[src/rtl/pipelined_adder_if.sv]
// -----------------------------------------------------------------------------
// pipelined_adder_if
// Groups the operand-side and result-side valid/ready handshakes of
// pipelined_adder into one bundle.
//
// Signals:
//   in_valid   producer presents a, b, sub this cycle
//   in_ready   adder accepts the presented operands this cycle
//   a, b       WIDTH-bit operands (unsigned or two's complement)
//   sub        0: a+b, 1: a-b
//   out_valid  s and ovf hold a result
//   out_ready  consumer takes the result this cycle
//   s          {carry_out, sum}, WIDTH+1 bits
//   ovf        signed two's-complement overflow of the sum
//
// Modports:
//   slave  - the adder's view
//   master - the view of whoever drives operands and consumes results
// -----------------------------------------------------------------------------
interface pipelined_adder_if #(
    parameter int WIDTH = 8
);
    logic             in_valid;
    logic             in_ready;
    logic [WIDTH-1:0] a;
    logic [WIDTH-1:0] b;
    logic             sub;
    logic             out_valid;
    logic             out_ready;
    logic [WIDTH:0]   s;
    logic             ovf;

    modport slave (
        input  in_valid, a, b, sub, out_ready,
        output in_ready, out_valid, s, ovf
    );

    modport master (
        output in_valid, a, b, sub, out_ready,
        input  in_ready, out_valid, s, ovf
    );
endinterface

[src/rtl/pipelined_adder.sv]
// -----------------------------------------------------------------------------
// pipelined_adder
// Carry-pipelined WIDTH-bit adder/subtractor. The operands are split into
// STAGES = WIDTH/CHUNK chunks; stage k resolves sum bits [k*CHUNK +: CHUNK]
// using the carry registered by stage k-1 (stage 0 uses sub as carry-in).
// Latency is STAGES cycles, throughput one result per cycle, with a global
// stall driven by the output handshake.
//
// Parameters:
//   WIDTH  operand width, >= 2 and a multiple of CHUNK
//   CHUNK  bits resolved per pipeline stage
//
// Ports:
//   clk    rising-edge clock
//   reset  asynchronous, active-high; clears every register
//   bus    pipelined_adder_if.slave (operand and result handshakes)
// -----------------------------------------------------------------------------
module pipelined_adder #(
    parameter int WIDTH = 8,
    parameter int CHUNK = 4
) (
    input  logic              clk,
    input  logic              reset,
    pipelined_adder_if.slave  bus
);
    localparam int STAGES = WIDTH / CHUNK;

    // Registered state of the final stage, exported out of the generate loop.
    logic             last_valid;
    logic             last_carry;
    logic [WIDTH-1:0] last_sum;
    logic             last_a_msb;
    logic             last_b_msb;

    // One global advance: the whole pipeline moves or the whole pipeline holds.
    logic advance;
    assign advance = bus.out_ready || !last_valid;

    for (genvar gi = 0; gi < STAGES; gi++) begin : g_stage
        // Operand bits still unresolved when entering this stage.
        localparam int W_IN = WIDTH - gi * CHUNK;

        logic [W_IN-1:0]         a_in;
        logic [W_IN-1:0]         b_in;
        logic                    c_in;
        logic                    v_in;
        logic                    a_msb_in;
        logic                    b_msb_in;
        logic [CHUNK:0]          chunk_d;
        logic [(gi+1)*CHUNK-1:0] sum_d;

        logic                    valid_q;
        logic                    carry_q;
        logic [(gi+1)*CHUNK-1:0] sum_q;
        logic                    a_msb_q;
        logic                    b_msb_q;

        if (gi == 0) begin : g_head
            // Subtraction is a + ~b + 1: invert b here and feed sub as carry-in.
            assign a_in     = bus.a;
            assign b_in     = bus.sub ? ~bus.b : bus.b;
            assign c_in     = bus.sub;
            assign v_in     = bus.in_valid;
            assign a_msb_in = bus.a[WIDTH-1];
            assign b_msb_in = b_in[W_IN-1];
            assign sum_d    = chunk_d[CHUNK-1:0];
        end else begin : g_body
            assign a_in     = g_stage[gi-1].g_ops.a_rest_q;
            assign b_in     = g_stage[gi-1].g_ops.b_rest_q;
            assign c_in     = g_stage[gi-1].carry_q;
            assign v_in     = g_stage[gi-1].valid_q;
            assign a_msb_in = g_stage[gi-1].a_msb_q;
            assign b_msb_in = g_stage[gi-1].b_msb_q;
            assign sum_d    = {chunk_d[CHUNK-1:0], g_stage[gi-1].sum_q};
        end

        // One CHUNK-bit slice of the add, carry-out in the top bit.
        assign chunk_d = {1'b0, a_in[CHUNK-1:0]}
                       + {1'b0, b_in[CHUNK-1:0]}
                       + (CHUNK+1)'(c_in);

        always_ff @(posedge clk or posedge reset) begin
            if (reset) begin
                valid_q <= 1'b0;
                carry_q <= 1'b0;
                sum_q   <= '0;
                a_msb_q <= 1'b0;
                b_msb_q <= 1'b0;
            end else if (advance) begin
                valid_q <= v_in;
                carry_q <= chunk_d[CHUNK];
                sum_q   <= sum_d;
                a_msb_q <= a_msb_in;
                b_msb_q <= b_msb_in;
            end
        end

        // Upper operand chunks not yet consumed ride along with the partial sum.
        if (gi < STAGES - 1) begin : g_ops
            logic [W_IN-CHUNK-1:0] a_rest_q;
            logic [W_IN-CHUNK-1:0] b_rest_q;

            always_ff @(posedge clk or posedge reset) begin
                if (reset) begin
                    a_rest_q <= '0;
                    b_rest_q <= '0;
                end else if (advance) begin
                    a_rest_q <= a_in[W_IN-1:CHUNK];
                    b_rest_q <= b_in[W_IN-1:CHUNK];
                end
            end
        end

        if (gi == STAGES - 1) begin : g_tail
            assign last_valid = valid_q;
            assign last_carry = carry_q;
            assign last_sum   = sum_q;
            assign last_a_msb = a_msb_q;
            assign last_b_msb = b_msb_q;
        end
    end

    assign bus.in_ready  = advance;
    assign bus.out_valid = last_valid;
    assign bus.s         = {last_carry, last_sum};
    // Overflow from registered sign bits only, so no path from a/b to ovf.
    assign bus.ovf       = (last_a_msb == last_b_msb) && (last_sum[WIDTH-1] != last_a_msb);
endmodule

[src/flat_wrapper.sv]
// flat-port wrapper written by rule: the top's interface ports become plain ports
module pipelined_adder_flat 
#(
    parameter int WIDTH = 8,
    parameter int CHUNK = 4
)
  (clk, reset, bus_in_valid, bus_a, bus_b, bus_sub, bus_out_ready, bus_in_ready, bus_out_valid, bus_s, bus_ovf);
  pipelined_adder_if #(.WIDTH(WIDTH)) bus_i ();
  input  logic clk;
  input  logic reset;
  input wire logic [$bits(bus_i.in_valid)-1:0] bus_in_valid;
  input wire logic [$bits(bus_i.a)-1:0] bus_a;
  input wire logic [$bits(bus_i.b)-1:0] bus_b;
  input wire logic [$bits(bus_i.sub)-1:0] bus_sub;
  input wire logic [$bits(bus_i.out_ready)-1:0] bus_out_ready;
  output wire logic [$bits(bus_i.in_ready)-1:0] bus_in_ready;
  output wire logic [$bits(bus_i.out_valid)-1:0] bus_out_valid;
  output wire logic [$bits(bus_i.s)-1:0] bus_s;
  output wire logic [$bits(bus_i.ovf)-1:0] bus_ovf;
  assign bus_i.in_valid = bus_in_valid;
  assign bus_i.a = bus_a;
  assign bus_i.b = bus_b;
  assign bus_i.sub = bus_sub;
  assign bus_i.out_ready = bus_out_ready;
  assign bus_in_ready = bus_i.in_ready;
  assign bus_out_valid = bus_i.out_valid;
  assign bus_s = bus_i.s;
  assign bus_ovf = bus_i.ovf;
  pipelined_adder #(.WIDTH(WIDTH), .CHUNK(CHUNK)) u_core (.clk(clk), .reset(reset), .bus(bus_i));
endmodule
[config.mk]
export PLATFORM = sky130hd
export DESIGN_NAME = pipelined_adder_flat
export DESIGN_NICKNAME = d
export VERILOG_FILES = /design/src/rtl/pipelined_adder_if.sv /design/src/rtl/pipelined_adder.sv /design/src/flat_wrapper.sv
export SDC_FILE = /design/constraint.sdc
export NUM_CORES = 1
export LEC_CHECK = 0
export CAP_MARGIN = 15
export CORE_MARGIN = 4
export CORE_UTILIZATION = 44
export CTS_CLUSTER_SIZE = 20
export DETAILED_ROUTE_END_ITERATION = 16
export HOLD_SLACK_MARGIN = 0.03
export PLACE_DENSITY = 0.74
export SYNTH_ARGS = -nofsm -noshare
export SYNTH_HDL_FRONTEND = slang
export SYNTH_SLANG_ARGS = --single-unit
[constraint.sdc]
create_clock -name clk -period 1.6 [get_ports clk]
set_clock_uncertainty 0.1 [all_clocks]
set_input_delay 0.24 -clock clk [delete_from_list [all_inputs] [get_ports clk]]
set_output_delay 0.24 -clock clk [all_outputs]
set_load 0.01 [all_outputs]
==> results.json, run 1 <==
{
  "rows": 19,
  "cts-root-buf": "clkbuf_4",
  "max_freq_mhz": 625.7,
  "total_power_w": 0.002052,
  "crit_path_cell_trace": "fa_2, inv_2, fa_2, a21oi_1",
  "min_period_over_period": 0.9989,
  "finalMaxSlewViolations": 0,
  "cts_tree": "done",
  "fin_ws_ns": 0.001709,
  "r2r_start": "u_core.g_stage[0].g_ops.b_rest_q[0]",
  "ys_seq_area_frac": 0.4846,
  "die_y_um": 63.24,
  "fin_crit_ns": 1.598,
  "critPathMostFrequentCell": "fa_2",
  "synthCells": 143,
  "viasPerCell": 4.909,
  "grt_pass1_vias": 1068,
  "pin_count": 33,
  "drc": 0,
  "worstPathArrival_ns": 1.76,
  "vdd_drop_max_uv": 563.0,
  "gr-usage-all-layers": 0.1457,
  "areaGrowthSynthToFinish_pct": 40.35,
  "cts_made_buffers": 3,
  "r2r_slack_ns": 0.002,
  "setup_viol": 0,
  "drv_cap": 0,
  "ys_seq_elements": 26,
  "wl_um": 2712,
  "ys_warn_count": 0,
  "synth_area_per_cell_um2": 9.388,
  "crit_path_end_kind": "flop",
  "holdBufCountCts": 0,
  "path_depth": 4,
  "max_slew_margin": 0.7851,
  "vias": 1080,
  "antenna_found_initial": 0,
  "drt_iter0_drc": 39,
  "nNetsFinal": 220,
  "gr-total-overflow": 0,
  "antenna_left": 0,
  "crit_slowest_cell": "dfrtp_1",
  "core_mm2": 0.002829,
  "drtPass1Iterations": 4,
  "cts_sinks": 26,
  "wl_per_cell_um": 12.33,
  "startpoint_type": "flop",
  "synth.distinct_cells": 28,
  "rsz0062_at_grt": "true",
  "powerDensity_mw_per_mm2": 1089,
  "dp_slack_ns": -0.6456,
  "clockBufferDepth": 2,
  "gp_congestion": 0.8441,
  "drive_gt1_frac": 0.1905,
  "initial_utilization": 0.4746,
  "leakage_nw": 0.9877,
  "cp_top_family": "adder cells",
  "hp-class": "in2async",
  "crit_buf_inv": 1,
  "cts_max_level": 1,
  "worstPathRequired_ns": 1.76,
  "finalHoldViolations": 0,
  "dp_hpwl_um": 2072,
  "die_area_mm2": 0.003999,
  "grt_max_degree": 29,
  "io_buffers": 32,
  "synth_nets": 173,
  "status": "finished clean",
  "max_stage_delay_ns": 0.43,
  "reg2regPathDepth": 4,
  "timing.rr.end": "u_core.g_stage[1].sum_q[5]",
  "antenna_cells": 0,
  "grt_pass1_wl_um": 4705,
  "crit_type": "reg2reg",
  "netlist_area_mm2": 0.001343,
  "tightestPinTransition_ns": 0.3223,
  "clk_latency_ns": 0.32,
  "crit_fanout": 2,
  "die_w_um": 63.24,
  "cts.clk_slew.worst_paths_ns": 0.14
}
[cells in the final DEF (no fill, tap or decap), types with 3 or more instances in the layout]
master            n
nand2_1          45
dfrtp_1          26
buf_4            18
clkdlybuf4s50_1  15
dlymetal6s2s_1   10
o21ai_0           8
inv_1             6
nor2_1            6
a21oi_1           6
xnor2_1           5
ha_1              4
dlygate4sd2_1     4
xor2_1            3
fa_2              3
clkbuf_4          3
[synth_stat cells]
cell | count | area share
xnor2_1 | 5 | 0.033
dfrtp_1 | 26 | 0.48
o21ai_0 | 9 | 0.034
a2111o_1 | 1 | 0.0084
o2111ai_1 | 1 | 0.0065
nand2b_1 | 1 | 0.0047
nor2b_1 | 3 | 0.014
nand2_1 | 45 | 0.13
or4_1 | 1 | 0.0056
buf_6 | 1 | 0.0084
and3_1 | 1 | 0.0047
nor2_1 | 6 | 0.017
nand4_1 | 1 | 0.0047
buf_4 | 1 | 0.0056
xor2_1 | 5 | 0.033
and2_1 | 1 | 0.0047
mux2_4 | 1 | 0.011
nand3_1 | 1 | 0.0037
ha_1 | 6 | 0.056
a21oi_1 | 6 | 0.022
a21o_1 | 2 | 0.011
buf_2 | 4 | 0.015
inv_1 | 7 | 0.020
mux2i_1 | 1 | 0.0075
a31oi_1 | 1 | 0.0047
fa_1 | 3 | 0.045
nor3b_1 | 1 | 0.0056
clkbuf_1 | 2 | 0.0056
[logic make-up (layout without fill, tap and decap cells)]
kind of cell	count (synthesis)	after routing	synth area share
and+or+nand+nor	61	61	0.1901
AOI/OAI and AO/OA	20	20	0.08667
xor gates and xnor gates	10	10	0.06523
muxes	2	2	0.01864
buffers and inverters	15	61	0.05406
adders and majority gates	9	9	0.1007
DFF	26	26	0.4846
[how the worst max path moves through the flow]
stage | from | end | slack, ns
3_3_place_gp | bus_sub | u_core.g_stage[0].sum_q[3] | -0.59
4_1_cts | u_core.bus.out_valid | bus_out_valid | 0.004
5_1_grt | u_core.g_stage[0].g_ops.b_rest_q[0] | u_core.g_stage[1].sum_q[5] | -0.05
2_1_floorplan | bus_sub | u_core.g_stage[0].sum_q[3] | -0.11
6_report | u_core.g_stage[0].g_ops.b_rest_q[0] | u_core.g_stage[1].sum_q[5] | 0.002
3_5_place_dp | bus_sub | u_core.g_stage[0].sum_q[3] | -0.65
[through the flow]
step	area, um^2	hold slack (ns)	util	TNS [ns]	instances
floorplan	1353	0.1800	-	-0.1067	143
global route	1884	0.1786	0.6661	-0.04885	220
detailed placement	1778	0.3437	0.6285	-2.367	213
global placement	1778	0.3394	0.6285	-2.174	213
finish	1884	0.1439	0.6661	0	220
CTS	1833	0.1628	0.6479	0	219
[what timing repair did]
item                                    in CTS  in global routing
resized for setup                           14                 20
setup buffers                                2                  1
endpoints found under the setup margin      10                 18
pin swaps                                    2                  2
[area by class of cell]
class	count	area (um^2)
fillers	232	944.7
multi-input cells	102	671.9
flip-flops and latches	26	650.6
repair buffers	50	460.4
well taps	31	38.79
clock buffers	4	36.28
inverters	7	26.28
[tightest hold or removal path: stages]
cell and delay [ns]:
clkdlybuf4s50_1 0.39, inv_1 0.05, buf_4 0.30
[registers in the layout (all words and copies together) (netlist names)]
name,count
u_core.g_stage.a_msb_q,1
u_core.g_stage.b_msb_q,1
u_core.g_stage.valid_q,1
u_core.g_stage.g_ops.a_rest_q,4
u_core.g_stage.sum_q,12
u_core.g_stage.carry_q,2
u_core.bus.out_valid,1
u_core.g_stage.g_ops.b_rest_q,4
[layer usage]
| metal | up-vias | global-route usage | part of all wire | wire [um] |
|---|---|---|---|---|
| met1 | 502 | 0.1913 | 0.47 | 1281 |
| met3 | 4 | 0.01599 | 0.027 | 73 |
| met5 | - | 0 | 0 | 0 |
| met2 | 23 | 0.2385 | 0.48 | 1312 |
| met4 | 0 | 0.07278 | 0.016 | 44 |
| li1 | 551 | - | - | - |
[power by group]
part / internal (W) / switching [W]
Clock: 0.000139 / 0.000197
Sequential: 0.000820 / 0.000106
Combinational: 0.000433 / 0.000356
Total: 0.00139 / 0.000659
Power figures use the tool's default switching activity.
==> inputs of run 2 (changes only) <==
- CAP_MARGIN: 15 -> default
- CELL_PAD_IN_SITES_DETAIL_PLACEMENT: default -> 1
- CELL_PAD_IN_SITES_GLOBAL_PLACEMENT: default -> 2
- CORE_UTILIZATION: 44 -> 26
- PLACE_DENSITY: 0.74 -> 0.73
- SLEW_MARGIN: default -> 20
==> run 2 against run 1 <==
The flow now finishes with violations (setup timing). Hold slack gained 0.10 ns. Flip-flop and latch count is the same. Clock-buffer cell count is the same. Wire length rose by 24%. Register-to-register slack barely moved. Combinational power grew 7.9%. Utilization decreased by 27 points. Sequential share of layout area is 0.94 points lower. Via count increased by 3.0%. Global-route usage shrank 3.1 points. Total power grew 7.0%. Worst setup slack lost 0.014 ns.
==> results.json, run 2 (synthesis gave the netlist of run 1 again) <==
{
  "largestRegisters": "u_core.g_stage.sum_q (12), u_core.g_stage.g_ops.a_rest_q (4), u_core.g_stage.g_ops.b_rest_q (4)",
  "areaGrowthSynthToFinish_pct": 44.27,
  "die_y_um": 79.86,
  "violations": "setup timing",
  "finalMaxSlewViolations": 0,
  "wl_per_cell_um": 13.14,
  "cts_tree": "done",
  "cts_made_buffers": 3,
  "final_core_utilization": 0.3995,
  "grt_pass1_vias": 1218,
  "rsz0062_at_grt": "true",
  "antenna_left": 0,
  "sequentialPowerShare": 0.421,
  "largest_reg_flops": 12,
  "layout.cells.non_filler": 256,
  "hp-class": "in2async",
  "setup_viol": 2,
  "clockBufferDepth": 2,
  "die_area_mm2": 0.006378,
  "combPwrFrac": 0.388,
  "core_mm2": 0.004848,
  "worstPathRequired_ns": 1.66,
  "drc": 0,
  "holdBufCountCts": 0,
  "max_slew_margin": 0.7688,
  "powerDensity_mw_per_mm2": 1133,
  "cts_sinks": 26,
  "final_common_cell": "nand2_1",
  "gr-usage-all-layers": 0.1152,
  "wl_um": 3363,
  "top_register": "u_core.g_stage.sum_q",
  "switching_power_w": 0.0006887,
  "fin_setup_tns_ns": -0.02236,
  "cts.clk_slew.worst_paths_ns": 0.09,
  "fill_cells": 563,
  "startpoint_type": "input port",
  "crit_type": "in2reg",
  "leakage_nw": 0.9204,
  "clk_latency_ns": 0.26,
  "p_sw_frac": 0.3138,
  "dp_hpwl_um": 2629,
  "max_freq_mhz": 620.1,
  "fin_crit_ns": 1.613,
  "cts-root-buf": "clkbuf_8",
  "io_buffers": 32,
  "fin_ws_ns": -0.01268,
  "viasPerCell": 4.344,
  "drtPass1Iterations": 3,
  "gr-total-overflow": 0,
  "internal-power_w": 0.001506,
  "gp_congestion": 0.7522,
  "worstPathArrival_ns": 1.67,
  "crit_path_end_kind": "flop",
  "nNetsFinal": 220,
  "rows": 25,
  "clockPowerShare": 0.191,
  "die_w_um": 79.86,
  "grt_max_degree": 29,
  "antenna_cells": 0,
  "total_power_w": 0.002195,
  "grt_pass1_wl_um": 5740,
  "status": "finished with violations",
  "initial_utilization": 0.2769,
  "drive_gt1_frac": 0.1958,
  "min_period_over_period": 1.008,
  "finalHoldViolations": 0,
  "tightestPinTransition_ns": 0.3469,
  "vias": 1112,
  "pin_count": 33,
  "drt_iter0_drc": 36,
  "drv_cap": 0,
  "vdd_drop_max_uv": 313.0,
  "layout_common_cells": "nand2_1, dfrtp_1, clkdlybuf4s50_1",
  "antenna_found_initial": 0,
  "crit_fanout": 3,
  "cts_max_level": 1,
  "numPlacedInstances": 249
}
[run 2: metrics by stage]
step	area [um^2]	hold slack [ns]	worst slack [ns]
finish	1937	0.2442	-0.01268
global route	1937	0.2666	-0.06630
CTS	1902	0.2459	-0.04056
detailed placement	1823	0.3567	-0.6769
global placement	1823	0.3461	-0.5797
floorplan	1353	0.1800	-0.1067
[run 2: path summary, 6_finish.rpt]
check                                                         start                    endpoint  slack (ns)  cells after the start
worst max-delay path                                       bus_b[2]  u_core.g_stage[0].sum_q[3]       -0.01                      6
worst min-delay path                                          reset  u_core.g_stage[1].sum_q[1]        0.24                      3
worst max register to register  u_core.g_stage[0].g_ops.b_rest_q[0]  u_core.g_stage[1].sum_q[5]       -0.01                      4
worst min register to register           u_core.g_stage[0].sum_q[1]  u_core.g_stage[0].sum_q[1]        0.38                      2
max in group asynchronous                                     reset  u_core.g_stage[1].sum_q[5]        0.90                      3
min in group clk                         u_core.g_stage[0].sum_q[1]  u_core.g_stage[0].sum_q[1]        0.38                      2
[run 2: per-layer routing]
layer,vias up,share of wire,global-route usage
met5,-,0,0
met4,0,0.011,0.04561
met3,2,0.027,0.01467
met2,20,0.53,0.2037
met1,541,0.44,0.1409
li1,549,-,-
[run 2: critical path, stage by stage]
cell and delay [ns]:
dlygate4sd2_1 0.27, xor2_2 0.22, ha_4 0.24, a21o_1 0.18, a2111o_1 0.37, and3_1 0.16
[run 2: layout make-up]
class	instances	area, um^2	share of cell area
multi-input cells	102	670.6	0.3463
clock buffers	4	55.05	0.02842
flip-flops and latches	26	650.6	0.3359
repair buffers	50	450.4	0.2326
inverters	7	26.28	0.01357
well taps	67	83.83	0.04328
[run 2: repair_timing]
item | CTS | global route
resized for setup | 16 | 8
gates cloned | 0 | 0
setup endpoints to repair | 9 | 9
pin swaps | 6 | 4
buffers inserted | 2 | 1
[run 2: power by group through the flow]
stage               clock network [W]  registers, W  logic, W
floorplan                           0      0.000960  0.000374
global placement                    0      0.000934  0.000774
finish                       0.000419      0.000925  0.000851
CTS                          0.000440      0.000929  0.000839
detailed placement                  0      0.000941  0.000810
global route                 0.000470      0.000949  0.000948
==> inputs of run 3 (changes only) <==
- CAP_MARGIN: default -> 20
- CTS_BUF_LIST: default -> sky130_fd_sc_hd__clkbuf_16
==> run 3 against run 2 <==
The run still ends with setup timing left. First-iteration DRC count up 2.8%. Register-to-register slack hardly changed. Wire length is 0.48% higher. Critical path type is now reg2reg. Largest cell class unchanged.
==> results.json, run 3 (synthesis gave the netlist of run 1 again) <==
{
  "grt_pass1_vias": 1206,
  "drv_cap": 0,
  "startpoint_type": "flop",
  "grt_pass1_wl_um": 5754,
  "die_y_um": 79.86,
  "fin_ws_ns": -0.001128,
  "worstPathRequired_ns": 1.69,
  "die_area_mm2": 0.006378,
  "leakage_nw": 0.9238,
  "fin_crit_ns": 1.601,
  "drt_iter0_drc": 37,
  "areaGrowthSynthToFinish_pct": 45.11,
  "core_mm2": 0.004848,
  "antenna_cells": 0,
  "drc": 0,
  "holdBufCountCts": 0,
  "clockBufferDepth": 2,
  "vdd_drop_max_uv": 571.4,
  "final_common_cell": "nand2_1",
  "final_core_utilization": 0.4018,
  "max_freq_mhz": 624.6,
  "crit_path_cell_trace": "fa_2, inv_2, fa_2, a21oi_2",
  "vias": 1108,
  "rsz0062_at_grt": "true",
  "layout_common_cells": "nand2_1, dfrtp_1, clkdlybuf4s50_1",
  "worstPathArrival_ns": 1.69,
  "dp_hpwl_um": 2629,
  "rows": 25,
  "finalMaxSlewViolations": 0,
  "finalHoldViolations": 0,
  "cts_tree": "done",
  "top_register": "u_core.g_stage.sum_q",
  "max_stage_delay_ns": 0.43,
  "fin_setup_tns_ns": -0.001128,
  "gr-total-overflow": 0,
  "cts_sinks": 26,
  "drtPass1Iterations": 3,
  "initial_utilization": 0.2769,
  "hp-class": "in2async",
  "internal-power_w": 0.001607,
  "sequentialPowerShare": 0.402,
  "clk_latency_ns": 0.25,
  "max_slew_margin": 0.7717,
  "violations": "setup timing",
  "viasPerCell": 4.345,
  "io_buffers": 32,
  "combPwrFrac": 0.361,
  "switching_power_w": 0.0007011,
  "gp_congestion": 0.7522,
  "powerDensity_mw_per_mm2": 1185,
  "cp_top_family": "adder cells",
  "setup_viol": 1,
  "grt_max_degree": 29,
  "clockPowerShare": 0.237,
  "crit_buf_inv": 1,
  "p_sw_frac": 0.3037,
  "cts-root-buf": "clkbuf_16",
  "numPlacedInstances": 249,
  "antenna_found_initial": 0,
  "crit_fanout": 2,
  "drive_gt1_frac": 0.1862,
  "critPathMostFrequentCell": "fa_2",
  "min_period_over_period": 1.001,
  "dp_slack_ns": -0.6769,
  "status": "finished with violations",
  "crit_type": "reg2reg",
  "tightestPinTransition_ns": 0.3425,
  "wl_um": 3379,
  "cts_made_buffers": 3,
  "pin_count": 33,
  "antenna_left": 0,
  "gr-usage-all-layers": 0.1164,
  "crit_path_end_kind": "flop",
  "layout.cells.non_filler": 255,
  "die_w_um": 79.86,
  "crit_slowest_cell": "fa_2",
  "largestRegisters": "u_core.g_stage.sum_q (12), u_core.g_stage.g_ops.a_rest_q (4), u_core.g_stage.g_ops.b_rest_q (4)",
  "cts.clk_slew.worst_paths_ns": 0.06,
  "nNetsFinal": 219,
  "wl_per_cell_um": 13.25,
  "hold_ws_ns": 0.2585,
  "largest_reg_flops": 12,
  "cts_max_level": 1
}
==> run 3: cell count changes in the layout (fill, tap and decap cells not counted) <==
cell | before | now
clkbuf_16 | 0 | 3
dlygate4sd2_1 | 5 | 4
clkdlybuf4s15_2 | 1 | 0
clkinv_1 | 0 | 1
buf_4 | 18 | 17
clkdlybuf4s15_1 | 0 | 1
buf_2 | 0 | 1
clkbuf_8 | 4 | 0
==> run 3: final cells by class <==
| class | count | area (um^2) |
|---|---|---|
| Fill cell | 560 | 2900 |
| Multi-Input combinational cell | 102 | 670.6 |
| Sequential cell | 26 | 650.6 |
| Timing Repair Buffer | 49 | 437.9 |
| Tap cell | 67 | 83.83 |
| Clock buffer | 3 | 75.07 |
| Inverter | 7 | 26.28 |
| Clock inverter | 1 | 3.754 |
==> run 3: metal layers <==
layer  global-route usage  up-vias  wire [um]
li1                     -      547          -
met4              0.04899        0         47
met1               0.1438      539       1462
met5                    0        -          0
met2               0.1995       20       1774
met3              0.01919        2         93
==> run 3: worst paths after layout <==
path | start | depth (start not counted) | end | slack, ns
max in group asynchronous | reset | 3 | u_core.g_stage[1].sum_q[5] | 0.89
min in group clk | u_core.g_stage[1].sum_q[3] | 2 | u_core.g_stage[1].sum_q[3] | 0.37
setup reg to reg | u_core.g_stage[0].g_ops.b_rest_q[0] | 4 | u_core.g_stage[1].sum_q[5] | -0.001
setup / recovery | u_core.g_stage[0].g_ops.b_rest_q[0] | 4 | u_core.g_stage[1].sum_q[5] | -0.001
hold reg to reg | u_core.g_stage[1].sum_q[3] | 2 | u_core.g_stage[1].sum_q[3] | 0.37
hold / removal | reset | 3 | u_core.g_stage[1].sum_q[1] | 0.26
==> run 3: worst register-to-register path, delay by kind of cell, from the launching register on <==
family          cells  cell delay [ns]
buf+inv             1             0.07
flops               1             0.40
fa+ha+maj           2             0.85
compound gates      1             0.12
==> run 3: power by group through the flow <==
stage          clock network (W)  registers, W  logic (W)
2_1_floorplan                  0      0.000960   0.000374
3_3_place_gp                   0      0.000934   0.000774
3_5_place_dp                   0      0.000941   0.000810
4_1_cts                 0.000567      0.000930   0.000833
5_1_grt                 0.000600      0.000951   0.000930
6_report                0.000548      0.000928   0.000833
==> run 3: timing repair <==
| item | 4_1_cts | 5_1_grt |
|---|---|---|
| setup endpoints to repair | 9 | 7 |
| pin swaps | 8 | 8 |
| cloned | 0 | 0 |
| resized for setup | 16 | 11 |
| setup buffers | 2 | 0 |
==> run 3: through the flow <==
step | power [W] | instance area [um^2]
2_1_floorplan | 0.001334 | 1353
3_3_place_gp | 0.001709 | 1823
3_5_place_dp | 0.001751 | 1823
4_1_cts | 0.002330 | 1924
5_1_grt | 0.002481 | 1948
6_report | 0.002309 | 1948
